$ cat config.mk
export PLATFORM = sky130hd
export DESIGN_NAME = alu_seq_exec_g7
export DESIGN_NICKNAME = d
export VERILOG_FILES = /design/src/rtl/alu_seq_exec_g7_pkg.sv /design/src/rtl/alu_seq_exec_g7_shift.sv /design/src/rtl/alu_seq_exec_g7.sv
export SDC_FILE = /design/constraint.sdc
export NUM_CORES = 1
export LEC_CHECK = 0
export BUFFER_PORTS_ARGS = -buffer_cell sky130_fd_sc_hd__buf_4
export CORE_ASPECT_RATIO = 2
export CORE_MARGIN = 8
export CORE_UTILIZATION = 59
export CTS_CLUSTER_DIAMETER = 40
export DETAILED_ROUTE_END_ITERATION = 12
export PLACE_DENSITY = 0.84
export SLEW_MARGIN = 20
export SYNTH_ARGS = -nofsm -noshare
export SYNTH_HDL_FRONTEND = slang
export SYNTH_SLANG_ARGS = --single-unit
$ cat constraint.sdc
create_clock -name clk -period 3 [get_ports clk]
set_input_delay 0.15 -clock clk [delete_from_list [all_inputs] [get_ports clk]]
set_output_delay 0.15 -clock clk [all_outputs]
set_load 0.01 [all_outputs]
$ cat src/rtl/alu_seq_exec_g7_pkg.sv
// Shared ALU definitions (the riscv_defines_g7 set): operation codes produced
// by the ALU control decoder, the result record and a single-cycle evaluator.
// FSM state encodings stay local to alu_seq_exec_g7.
// Optional feature macro: G7_ALU_SLT_EN (enables code 4'b0111 = SLT).
package alu_seq_exec_g7_pkg;

  localparam logic [3:0] ALU_AND = 4'b0000;
  localparam logic [3:0] ALU_OR  = 4'b0001;
  localparam logic [3:0] ALU_ADD = 4'b0010;
  localparam logic [3:0] ALU_SUB = 4'b0110;
  localparam logic [3:0] ALU_SRL = 4'b0101;
  localparam logic [3:0] ALU_SLT = 4'b0111;

  typedef struct packed {
    logic        ill;
    logic [31:0] res;
  } alu_res_t;

  // Single-cycle operations. SRL is only routed here with shamt 0, so its
  // result is simply a; non-zero shifts go through alu_shift_g7.
  function automatic alu_res_t alu_eval(input logic [3:0] op,
                                        input logic [31:0] a,
                                        input logic [31:0] b);
    alu_res_t r;
    r.ill = 1'b0;
    r.res = 32'd0;
    case (op)
      ALU_AND: r.res = a & b;
      ALU_OR:  r.res = a | b;
      ALU_ADD: r.res = a + b;
      ALU_SUB: r.res = a - b;
      ALU_SRL: r.res = a;
`ifdef G7_ALU_SLT_EN
      ALU_SLT: r.res = ($signed(a) < $signed(b)) ? 32'd1 : 32'd0;
`endif
      // Unknown/undriven decoder codes fall here too and read as illegal.
      default: r.ill = 1'b1;
    endcase
    return r;
  endfunction

endpackage

$ cat src/rtl/alu_seq_exec_g7_shift.sv
// Iterative logical right shifter: 1 bit per cycle, zero fill.
// Ports: clk, rst_n (async low); i_load starts a shift of i_a by i_shamt
// (i_shamt must be non-zero); o_done pulses the cycle o_q holds the final
// value.
// The first shift is applied while loading, so the counter starts at
// shamt-1 and o_done appears shamt-1 cycles after load.
module alu_shift_g7 (
  input  logic        clk,
  input  logic        rst_n,
  input  logic        i_load,
  input  logic [31:0] i_a,
  input  logic [4:0]  i_shamt,
  output logic        o_done,
  output logic [31:0] o_q
);
  logic [31:0] r_sr;
  logic [4:0]  r_cnt;
  logic        r_busy;

  always_ff @(posedge clk or negedge rst_n) begin
    if (!rst_n) begin
      r_sr   <= 32'd0;
      r_cnt  <= 5'd0;
      r_busy <= 1'b0;
    end else if (i_load) begin
      r_sr   <= i_a >> 1;
      r_cnt  <= i_shamt - 5'd1;
      r_busy <= 1'b1;
    end else if (r_busy) begin
      if (r_cnt != 5'd0) begin
        r_sr  <= r_sr >> 1;
        r_cnt <= r_cnt - 5'd1;
      end else begin
        r_busy <= 1'b0;
      end
    end
  end

  assign o_done = r_busy && (r_cnt == 5'd0);
  assign o_q    = r_sr;
endmodule

$ cat src/rtl/alu_seq_exec_g7.sv
// Sequential ALU with valid/ready handshakes on both sides.
// Ports: clk, rst_n (async low); in_valid/in_ready + ALUControl, a, b accept
// an operation in IDLE; out_valid/out_ready + result, zero, illegal present
// it in DONE. AND/OR/ADD/SUB/SRL(shamt 0)/illegal complete in 1 cycle;
// SRL by N>0 completes N+1 cycles after acceptance via alu_shift_g7.
// Optional feature macro: G7_ALU_SLT_EN (adds SLT, code 4'b0111).
module alu_seq_exec_g7
  import alu_seq_exec_g7_pkg::*;
(
  input  logic        clk,
  input  logic        rst_n,
  input  logic        in_valid,
  output logic        in_ready,
  input  logic [3:0]  ALUControl,
  input  logic [31:0] a,
  input  logic [31:0] b,
  output logic        out_valid,
  input  logic        out_ready,
  output logic [31:0] result,
  output logic        zero,
  output logic        illegal
);
  typedef enum logic [1:0] {S_IDLE, S_SHIFT, S_DONE} state_e;

  state_e      r_state;
  logic        r_in_ready, r_out_valid, r_zero, r_illegal;
  logic [31:0] r_result;

  logic        w_accept, w_iter, w_sh_done;
  logic [31:0] w_sh_q;
  alu_res_t    w_eval;

  // r_in_ready mirrors S_IDLE, so it doubles as the acceptance qualifier.
  assign w_accept = in_valid && r_in_ready;
  assign w_iter   = (ALUControl == ALU_SRL) && (b[4:0] != 5'd0);
  assign w_eval   = alu_eval(ALUControl, a, b);

  alu_shift_g7 u_shift (
    .clk     (clk),
    .rst_n   (rst_n),
    .i_load  (w_accept && w_iter),
    .i_a     (a),
    .i_shamt (b[4:0]),
    .o_done  (w_sh_done),
    .o_q     (w_sh_q)
  );

  always_ff @(posedge clk or negedge rst_n) begin
    if (!rst_n) begin
      r_state     <= S_IDLE;
      r_in_ready  <= 1'b1;
      r_out_valid <= 1'b0;
      r_result    <= 32'd0;
      r_zero      <= 1'b0;
      r_illegal   <= 1'b0;
    end else begin
      case (r_state)
        S_IDLE: if (w_accept) begin
          r_in_ready <= 1'b0;
          if (w_iter) begin
            r_state <= S_SHIFT;
          end else begin
            r_state     <= S_DONE;
            r_out_valid <= 1'b1;
            r_result    <= w_eval.res;
            r_zero      <= (w_eval.res == 32'd0);
            r_illegal   <= w_eval.ill;
          end
        end
        S_SHIFT: if (w_sh_done) begin
          r_state     <= S_DONE;
          r_out_valid <= 1'b1;
          r_result    <= w_sh_q;
          r_zero      <= (w_sh_q == 32'd0);
          r_illegal   <= 1'b0;
        end
        // Result fields are left untouched here, so they hold under backpressure.
        S_DONE: if (out_ready) begin
          r_state     <= S_IDLE;
          r_out_valid <= 1'b0;
          r_in_ready  <= 1'b1;
        end
        default: begin
          r_state     <= S_IDLE;
          r_out_valid <= 1'b0;
          r_in_ready  <= 1'b1;
        end
      endcase
    end
  end

  assign in_ready  = r_in_ready;
  assign out_valid = r_out_valid;
  assign result    = r_result;
  assign zero      = r_zero;
  assign illegal   = r_illegal;
endmodule

==> impl_results.md, run 1 <==
- GPL Wtd Cong: between 1 and 1.5
- Synthesized area: just under 7000 µm²
- Stopped at: global routing (5_1_grt)
- Sequential fraction of the synthesis area: between 20% and 30%
- Die Y: about 170 µm
- Grt total ovfl: approximately 1.0k
- Synth async-reset ratio: 100%
- Post-GRT worst EP: zero$_DFFE_PN0P_/D
- Initial Utilization: around 60%
- Worst EP kind: register input
- Port buffer count: around 110
- Synth Area per Inst: 7.63 µm²
- Largest net degree at the start of global routing: 76
- Dpl ws: -1530 ps
- Syn Inst Count: about 910
- Htree depth: 3
- Yosys cell types: 74
- Root buffer cell: clkbuf_16
- Warnings from Yosys: 0
- Status: stopped before the end
- Syn nets: approximately 1.0k
- Post-synth top flop: dfrtp_1
- Io pins: between 100 and 150
- CTS Buf Count: 9
- Log Error: [ERROR GRT-0232] Routing congestion too high. Check the congestion heatmap in the GUI.
- Number of synthesized flops with an enable pin: 0
- Synthesized flop and latch total: 75
- Gr usage total: ~90%
- HPWL after DPL: 22.6 mm
- Max Root-Sink Buffers: 2
- Clk sink count: 75
- Num rows: 56
- Die X: between 90 and 100 µm
-- layer usage --
metal	global-route usage, %	GRT overflow
met3	66.2	2
met4	105	231
met5	10.3	0
met2	118	787
met1	80.1	7
-- cells by family after synthesis --
logic type,synth area share [%]
and+or+nand+nor,21.0
AOI/OAI and AO/OA,25.8
DFF,27.0
buffers and inverters,4.70
xor gates and xnor gates,7.29
muxes,6.66
adders and majority gates,7.49
-- repair_timing --
item / in CTS
endpoints found under the hold margin: 20
hold buffers: 1
gates resized for setup: 180
pin swaps: 60
buffers inserted: 27
setup endpoints to repair: 26
-- cell usage after synthesis, types with 13 or more instances --
cell	instances	area share, %
nor4_1	14	1.3
nand2_1	130	7.0
a21oi_1	98	7.1
ha_1	36	6.5
mux2i_1	44	6.3
clkbuf_1	35	1.9
dfrtp_1	74	27
xnor2_1	26	3.3
xor2_1	30	3.8
nand3_1	16	1.2
o21ai_0	105	7.6
a31oi_1	13	1.2
nor2_1	79	4.3
inv_1	16	0.86
-- per-stage QoR --
stage | instance area, µm² | TNS [ps] | instances
after detailed placement | 9500 | -26500 | 1327
after CTS | 10700 | -13520 | 1366
after global placement | 9500 | -23170 | 1327
after floorplan | 7120 | -10380 | 911
==> run 2, diff against run 1 <==
--- a/config.mk
+++ b/config.mk
@@ -6,12 +6,10 @@
 export NUM_CORES = 1
 export LEC_CHECK = 0
 export BUFFER_PORTS_ARGS = -buffer_cell sky130_fd_sc_hd__buf_4
-export CORE_ASPECT_RATIO = 2
 export CORE_MARGIN = 8
-export CORE_UTILIZATION = 59
-export CTS_CLUSTER_DIAMETER = 40
+export CORE_UTILIZATION = 40
 export DETAILED_ROUTE_END_ITERATION = 12
-export PLACE_DENSITY = 0.84
+export PLACE_DENSITY_LB_ADDON = 0.15
 export SLEW_MARGIN = 20
 export SYNTH_ARGS = -nofsm -noshare
 export SYNTH_HDL_FRONTEND = slang
==> run 2 against run 1 <==
Effect of this change:
- synthesized area did not move
- the flow now finishes, with violations (negative setup slack)
- synthesized cell count did not move
==> impl_results.md, run 2 <==
- Status: finished with violations
- Failing checks: negative setup slack
- Commonest non-fill, non-tap cells in the layout: buf_4 (337), nand2_1 (118), dfrtp_1 (74)
- Final Cycle Share: 137%
- Largest register FFs: 32
- Initial Utilization: 40.6% (-19 points)
- Drt pass-1 iters: 5
- Lkg Pwr: a little over 5 nW
- Synth Area in Compound Gates: 25.8% (unchanged)
- Multi-input logic area: between 5000 and 6000 µm²
- Worst setup startpoint: b[10]
- WP data arrival: between 4000 and 5000 ps
- CTS tree: built
- Mux cell area share after synthesis: 6.66% (unchanged)
- Final hold violation count: 0
- Wire per inst: 18.1 µm
- Top post-synthesis cells by area: dfrtp_1 (27%), o21ai_0 (7.6%), a21oi_1 (7.1%), nand2_1 (7.0%), ha_1 (6.5%)
- Worst vdd ir: 0.431 mV
- Synth top cells by count: nand2_1 (130), o21ai_0 (105), a21oi_1 (98), nor2_1 (79), dfrtp_1 (74)
- Post-synth top area share: 26.7% (unchanged)
- Number of synthesized flops with an enable pin: 0 (unchanged)
- Clk sink count: 75 (unchanged)
- Grt total ovfl: 0
- R2R depth: 11
- Util after Layout: between 60% and 70%
- Warnings from Yosys: 0 (unchanged)
- Global-route wire length before repair: ~42 mm
- Slew headroom: about 38%
- Diode count: 0
- Die Y: 148 µm (-13%)
- Final period demand of the worst path: roughly 4100 ps
- GPL Wtd Cong: 0.934 (-15%)
- Synth Area in Simple Gates: 21.0% (unchanged)
- PD cells: 494 nW/µm²
- Port buffer count: 107 (unchanged)
- Antenna violations before repair: 0
- Req. time, crit path: between 3000 and 4000 ps
- Critical path's slowest cell: or4_4
- Vias in the first global route: 7819
- Io pins: 108 (unchanged)
- Fin cells: 1456
- Synth async-reset ratio: 100% (unchanged)
- Final Cell Area: about 11000 µm²
- Worst hold path stage count: 3
- CP Buf/Inv Count: 2
- Post-synth top flop: dfrtp_1
- Worst skew pair latency: 330 ps
- Layout area overhead: 59.3%
- Final setup margin: -1100 ps
- Post-placement cell count: 1411 (+6.3%)
- Worst setup SP type: input port
- Register area: roughly 1900 µm²
- Core footprint: 17100 µm²
- Max Cap Viol: 0
- Syn nets: 1020 (unchanged)
- Final Skew: approximately 3.6 ps
- Die area: about 22000 µm²
- Crit path cell chain: buf_6 > or4_4 > or4_4 > or3_4 > nand2b_4 > o41ai_4 > xor2_1 > ha_1 > buf_4 > nand3_1 > nand2_1 > a221o_1 > a41oi_2 > o21ai_2 > nand2_1 > nor3b_4 > nand4_1 > nor4_2 > a41o_1
- Commonest non-fill, non-tap cell in the layout: buf_4
- Clk slew on worst S/H paths: around 50 ps
- Leading area contributor after synthesis: dfrtp_1
- Root buffer cell: clkbuf_16
- Critical path peak fanout: 4
- Xor/xnor cell area share of the yosys netlist: 7.29% (unchanged)
- Syn Inst Count: 911 (unchanged)
- Top-count cell post-synth: nand2_1
- Final Slew Violations: 0
- Critical Path Max Stage Delay: roughly 530 ps
- Reg2reg end: zero$_DFFE_PN0P_
- Antenna viol nets, final: 0
- Placed instance area: 9630 µm² (+1.4%)
- Largest net degree at the start of global routing: 76
- DR DRC count: 0
- Setup crit end kind: register
- Fill count: 1489
- Synth Area in Adders: 7.49% (unchanged)
- Sequential fraction of the synthesis area: 27.0% (unchanged)
- CTS Buf Count: 9 (unchanged)
- Final setup vio count: 24
- Worst-Margin Slew: approximately 940 ps
- Hold Path Origin: a[27]
- Largest family of logic cells by synthesized area: compound AO/OA/AOI/OAI gates
- Num rows: 48 (-14%)
- Synthesized area: 6950 µm² (unchanged)
- Launch point of the worst reg-to-reg path: u_shift.r_cnt[2]$_DFFE_PN0P_
- CP Class: input port to register
- RSZ-0062 raised after global routing: true
- Max Root-Sink Buffers: 2 (unchanged)
- Synth Area per Inst: 7.63 µm² (unchanged)
- Reg2Reg Setup Slack: 150 ps
- Gr usage total: between 20% and 30%
- Routed WL: around 26 mm
- Die X: 148 µm (+59%)
- Via density: 5.51
- HPWL after DPL: 20.3 mm (-10%)
- Vias: between 8k and 9k
- Layout cell share with drive strength beyond 1: about 45%
- 1st-iter DRT viols: approximately 820
- Layout net count: roughly 1.3k
- Worst hold endpoint: u_shift.o_q[26]$_DFFE_PN0P_
- Min-Delay Path Class: input port to register
- Synthesized flop and latch total: 75 (unchanged)
- Yosys cell types: 74 (unchanged)
- Htree depth: 3 (unchanged)
- Dpl ws: -1450 ps (+74.5 ps)
- CP delay by family, top: simple AND/OR/NAND/NOR gates
- Total power: approximately 5.5 mW
- Fmax: between 0.2 and 0.25 GHz
run 2: cell counts after synthesis:
Identical to the previous run, type by type.
run 2: worst reg2reg max path: stages (launching register included):
cell and delay [ps]:
dfrtp_1 410, or4_1 540, nor2_1 140, nand3_1 100
or2_0 220, o31a_2 130, nor2_1 130, nand4_1 150
nor4_2 290, nand4_1 170, nor4_2 300, a41o_1 210
run 2: layout make-up:
class,count,share of cell area (%)
inverter,17,0.577
sequential,75,17.0
clock buffer,11,2.19
clock inverter,5,0.475
multi-input combinational,763,52.0
timing repair buffer,360,25.2
tap,225,2.54
run 2: timing repair:
| action | CTS | global route |
|---|---|---|
| gates resized for setup | 104 | 121 |
| hold buffers | 1 | 0 |
| endpoints found under the hold margin | 11 | 0 |
| endpoints found under the setup margin | 24 | 27 |
| pin swaps | 55 | 90 |
| setup buffers | 21 | 21 |
run 2: worst max path at each step:
stage,endpoint,slack [ps],cells after the start
after global placement,zero$_DFFE_PN0P_,-1370,19
after floorplan,zero$_DFFE_PN0P_,-1030,18
after CTS,zero$_DFFE_PN0P_,-1010,19
after global routing,zero$_DFFE_PN0P_,-1300,19
final,zero$_DFFE_PN0P_,-1100,19
after detailed placement,zero$_DFFE_PN0P_,-1450,19
run 2: stage by stage:
step / TNS, ps / hold WS (ps)
6_report: -13230 / 60.0
5_1_grt: -17050 / 56.9
4_1_cts: -12560 / 47.3
3_5_place_dp: -24270 / 353
3_3_place_gp: -23300 / 358
2_1_floorplan: -10380 / -146
run 2: power breakdown:
part | switching, mW | internal, mW
Sequential | 0.309 | 1.39
Clock | 0.400 | 0.662
Combinational | 1.35 | 1.36
Total | 2.06 | 3.41
run 2: cells by family (layout without fill, tap and decap cells):
kind of cell / after synthesis / in the layout
buf+inv: 73 / 393
flops: 75 / 75
mux: 46 / 46
simple gates: 315 / 315
compound gates: 303 / 303
fa+ha+maj: 42 / 42
xor+xnor: 57 / 57
run 2: per-layer routing:
layer | wire, µm | share of wire, % | vias to the layer above | GRT usage [%]
met2 | 11600 | 44 | 276 | 35.4
met3 | 1760 | 6.7 | 40 | 3.91
met4 | 615 | 2.3 | 0 | 7.19
met5 | 0 | 0 | - | 0
li1 | - | - | 3918 | -
met1 | 12400 | 47 | 3788 | 33.8
Note: power is estimated with default switching activity, not from simulation.
==> run 3, diff against run 2 <==
--- a/config.mk
+++ b/config.mk
@@ -6,8 +6,11 @@
 export NUM_CORES = 1
 export LEC_CHECK = 0
 export BUFFER_PORTS_ARGS = -buffer_cell sky130_fd_sc_hd__buf_4
+export CELL_PAD_IN_SITES_DETAIL_PLACEMENT = 1
+export CELL_PAD_IN_SITES_GLOBAL_PLACEMENT = 1
 export CORE_MARGIN = 8
 export CORE_UTILIZATION = 40
+export CTS_BUF_LIST = sky130_fd_sc_hd__clkbuf_16
 export DETAILED_ROUTE_END_ITERATION = 12
 export PLACE_DENSITY_LB_ADDON = 0.15
 export SLEW_MARGIN = 20
==> run 3 against run 2 <==
Effect of this change:
- the flow still finishes with violations (negative setup slack)
- maximum frequency is 3.8% lower
- critical path type unchanged
- largest power group unchanged
- utilization shrank 1.3 points
- sequential cell count unchanged
- clock power barely moved
- largest cell class unchanged
- cell area is 2.0% lower
- highest routed layer unchanged
==> impl_results.md, run 3 (synthesis gave the netlist of run 2 again) <==
- WP data arrival: 4530 ps (+170 ps)
- Final setup margin: -1260 ps (-164 ps)
- Core footprint: 17100 µm² (unchanged)
- WHS: 56.2 ps (-3.79 ps)
- Commonest non-fill, non-tap cell in the layout: buf_4
- Register area: 1880 µm² (unchanged)
- Die Y: 148 µm (unchanged)
- Wire per inst: 23.5 µm (+30%)
- Critical Path Max Stage Delay: 530 ps (about the same)
- PD cells: 517 nW/µm² (+4.7%)
- Clk slew on worst S/H paths: 50 ps (about the same)
- Min-Delay Path Class: input port to register
- Lkg Pwr: 5.09 nW (-1.8%)
- Worst vdd ir: 0.390 mV (-9.5%)
- Worst-Margin Slew: 947 ps (+10.3 ps)
- Final Skew: 6.06 ps (+2.41 ps)
- Final setup vio count: 24 (unchanged)
- Antenna violations before repair: 0 (unchanged)
- Clk sink count: 75 (unchanged)
- Critical path peak fanout: 4 (unchanged)
- Via density: 5.94 (+7.8%)
- CTS tree: built
- Crit path cell chain: buf_6 > or4_4 > or4_4 > or3_4 > nand2b_4 > o21ai_2 > xor2_1 > ha_1 > a21oi_2 > o21ai_2 > nor3_2 > a31oi_2 > xnor2_1 > o22ai_2 > nor4_1 > nand4_1 > nor4_1 > a41o_1
- TNS Setup: -15880 ps (-2640 ps)
- Num rows: 48 (unchanged)
- RSZ-0062 raised after global routing: true
- CP delay by family, top: simple AND/OR/NAND/NOR gates
- Fmax: 0.235 GHz (-3.8%)
- 1st-iter DRT viols: 624 (-24%)
- Multi-input logic area: 5640 µm² (-2.0%)
- Largest net degree at the start of global routing: 76 (unchanged)
- Status: finished with violations
- Worst setup SP type: input port
- Root buffer cell: clkbuf_16
- Grt total ovfl: 0 (unchanged)
- GPL Wtd Cong: 0.948 (+1.5%)
- CP Class: input port to register
- Io pins: 108 (unchanged)
- Die X: 148 µm (unchanged)
- Placed instance area: 9570 µm² (-0.55%)
- Setup crit end kind: register
- CP Buf/Inv Count: 1 (-1)
- Gr usage total: 28.2% (+4.7 points)
- Req. time, crit path: 3270 ps (about the same)
- Final Cell Area: 10800 µm² (-2.0%)
- Drt pass-1 iters: 5 (unchanged)
- Initial Utilization: 40.6% (unchanged)
- Fill count: 2046 (+37%)
- Max Root-Sink Buffers: 2 (unchanged)
- Antenna viol nets, final: 0 (unchanged)
- Port buffer count: 107 (unchanged)
- Routed WL: 33.9 mm (+29%)
- Layout cell share with drive strength beyond 1: 42.5% (-2.1 points)
- Failing checks: negative setup slack
- Layout net count: 1323 (-0.90%)
- Critical path's slowest cell: or4_4
- Final Cycle Share: 142% (+5.5 points)
- CTS Buf Count: 9 (unchanged)
- Diode count: 0 (unchanged)
- Final period demand of the worst path: 4260 ps (+164 ps)
- Vias in the first global route: 8791 (+12%)
- Global-route wire length before repair: 48.8 mm (+17%)
- Slew headroom: 36.8% (-0.69 points)
- Die area: 21800 µm² (unchanged)
- Layout area overhead: 56.0%
- Vias: 8577 (+6.9%)
- HPWL after DPL: 23.8 mm (+17%)
- DR DRC count: 0 (unchanged)
- Htree depth: 3 (unchanged)
- Max Cap Viol: 0 (unchanged)
- Worst skew pair latency: 330 ps (about the same)
- Commonest non-fill, non-tap cells in the layout: buf_4 (327), nand2_1 (122), dfrtp_1 (74)
- Final Slew Violations: 0 (unchanged)
- Final hold violation count: 0 (unchanged)
- Largest register FFs: 32 (unchanged)
- Dpl ws: -1470 ps (-14.2 ps)
## run 3: stage by stage
stage | utilization (%) | cells | total power [mW]
2_1_floorplan | - | 911 | 2.88
3_3_place_gp | 55.9 | 1404 | 4.04
3_5_place_dp | 55.9 | 1404 | 4.15
4_1_cts | 60.5 | 1436 | 5.40
5_1_grt | 63.3 | 1444 | 5.93
6_report | 63.3 | 1444 | 5.61
## run 3: worst min-delay path, stage by stage
cell and delay (ps):
buf_4 100, nand2_1 40, o21ai_0 60
## run 3: power by group
group	switching, mW	internal [mW]
sequential	0.341	1.39
clock	0.409	0.633
combinational	1.49	1.35
total	2.24	3.37
## run 3: area by class of cell
cell class	count	share of cell area (%)
Sequential cell	75	17.3
Clock inverter	7	0.554
Multi-Input combinational cell	763	52.0
Clock buffer	9	2.08
Tap cell	225	2.60
Inverter	17	0.589
Timing Repair Buffer	348	24.8
## run 3: final timing paths
path                                               from                     endpoint  slack, ps  cells after the start
setup / recovery                                  b[10]             zero$_DFFE_PN0P_      -1260                     18
hold / removal                                    a[27]  u_shift.o_q[26]$_DFFE_PN0P_         60                      3
setup reg to reg           u_shift.r_cnt[3]$_DFFE_PN0P_             zero$_DFFE_PN0P_        -40                     11
hold reg to reg                  result[19]$_DFFE_PN0P_       result[19]$_DFFE_PN0P_        490                      2
max in group asynchronous                         rst_n  u_shift.o_q[13]$_DFFE_PN0P_       1880                      2
min in group asynchronous                         rst_n        result[1]$_DFFE_PN0P_        500                      2
## run 3: routing by layer
layer  track usage, %  up-vias  wire length (µm)
met5                0        -                 0
met4             9.69        0               940
met3             5.26       70              2210
met2             45.8      337             16100
met1             36.9     4279             14600
li1                 -     3891                 -
## run 3: what timing repair did
| item | in CTS | in global routing |
|---|---|---|
| endpoints found under the setup margin | 24 | 28 |
| endpoints found under the hold margin | 17 | 0 |
| pin swaps | 47 | 52 |
| setup buffers | 19 | 10 |
| hold buffers | 1 | 0 |
| cloned | 0 | 0 |
| gates resized for setup | 100 | 97 |
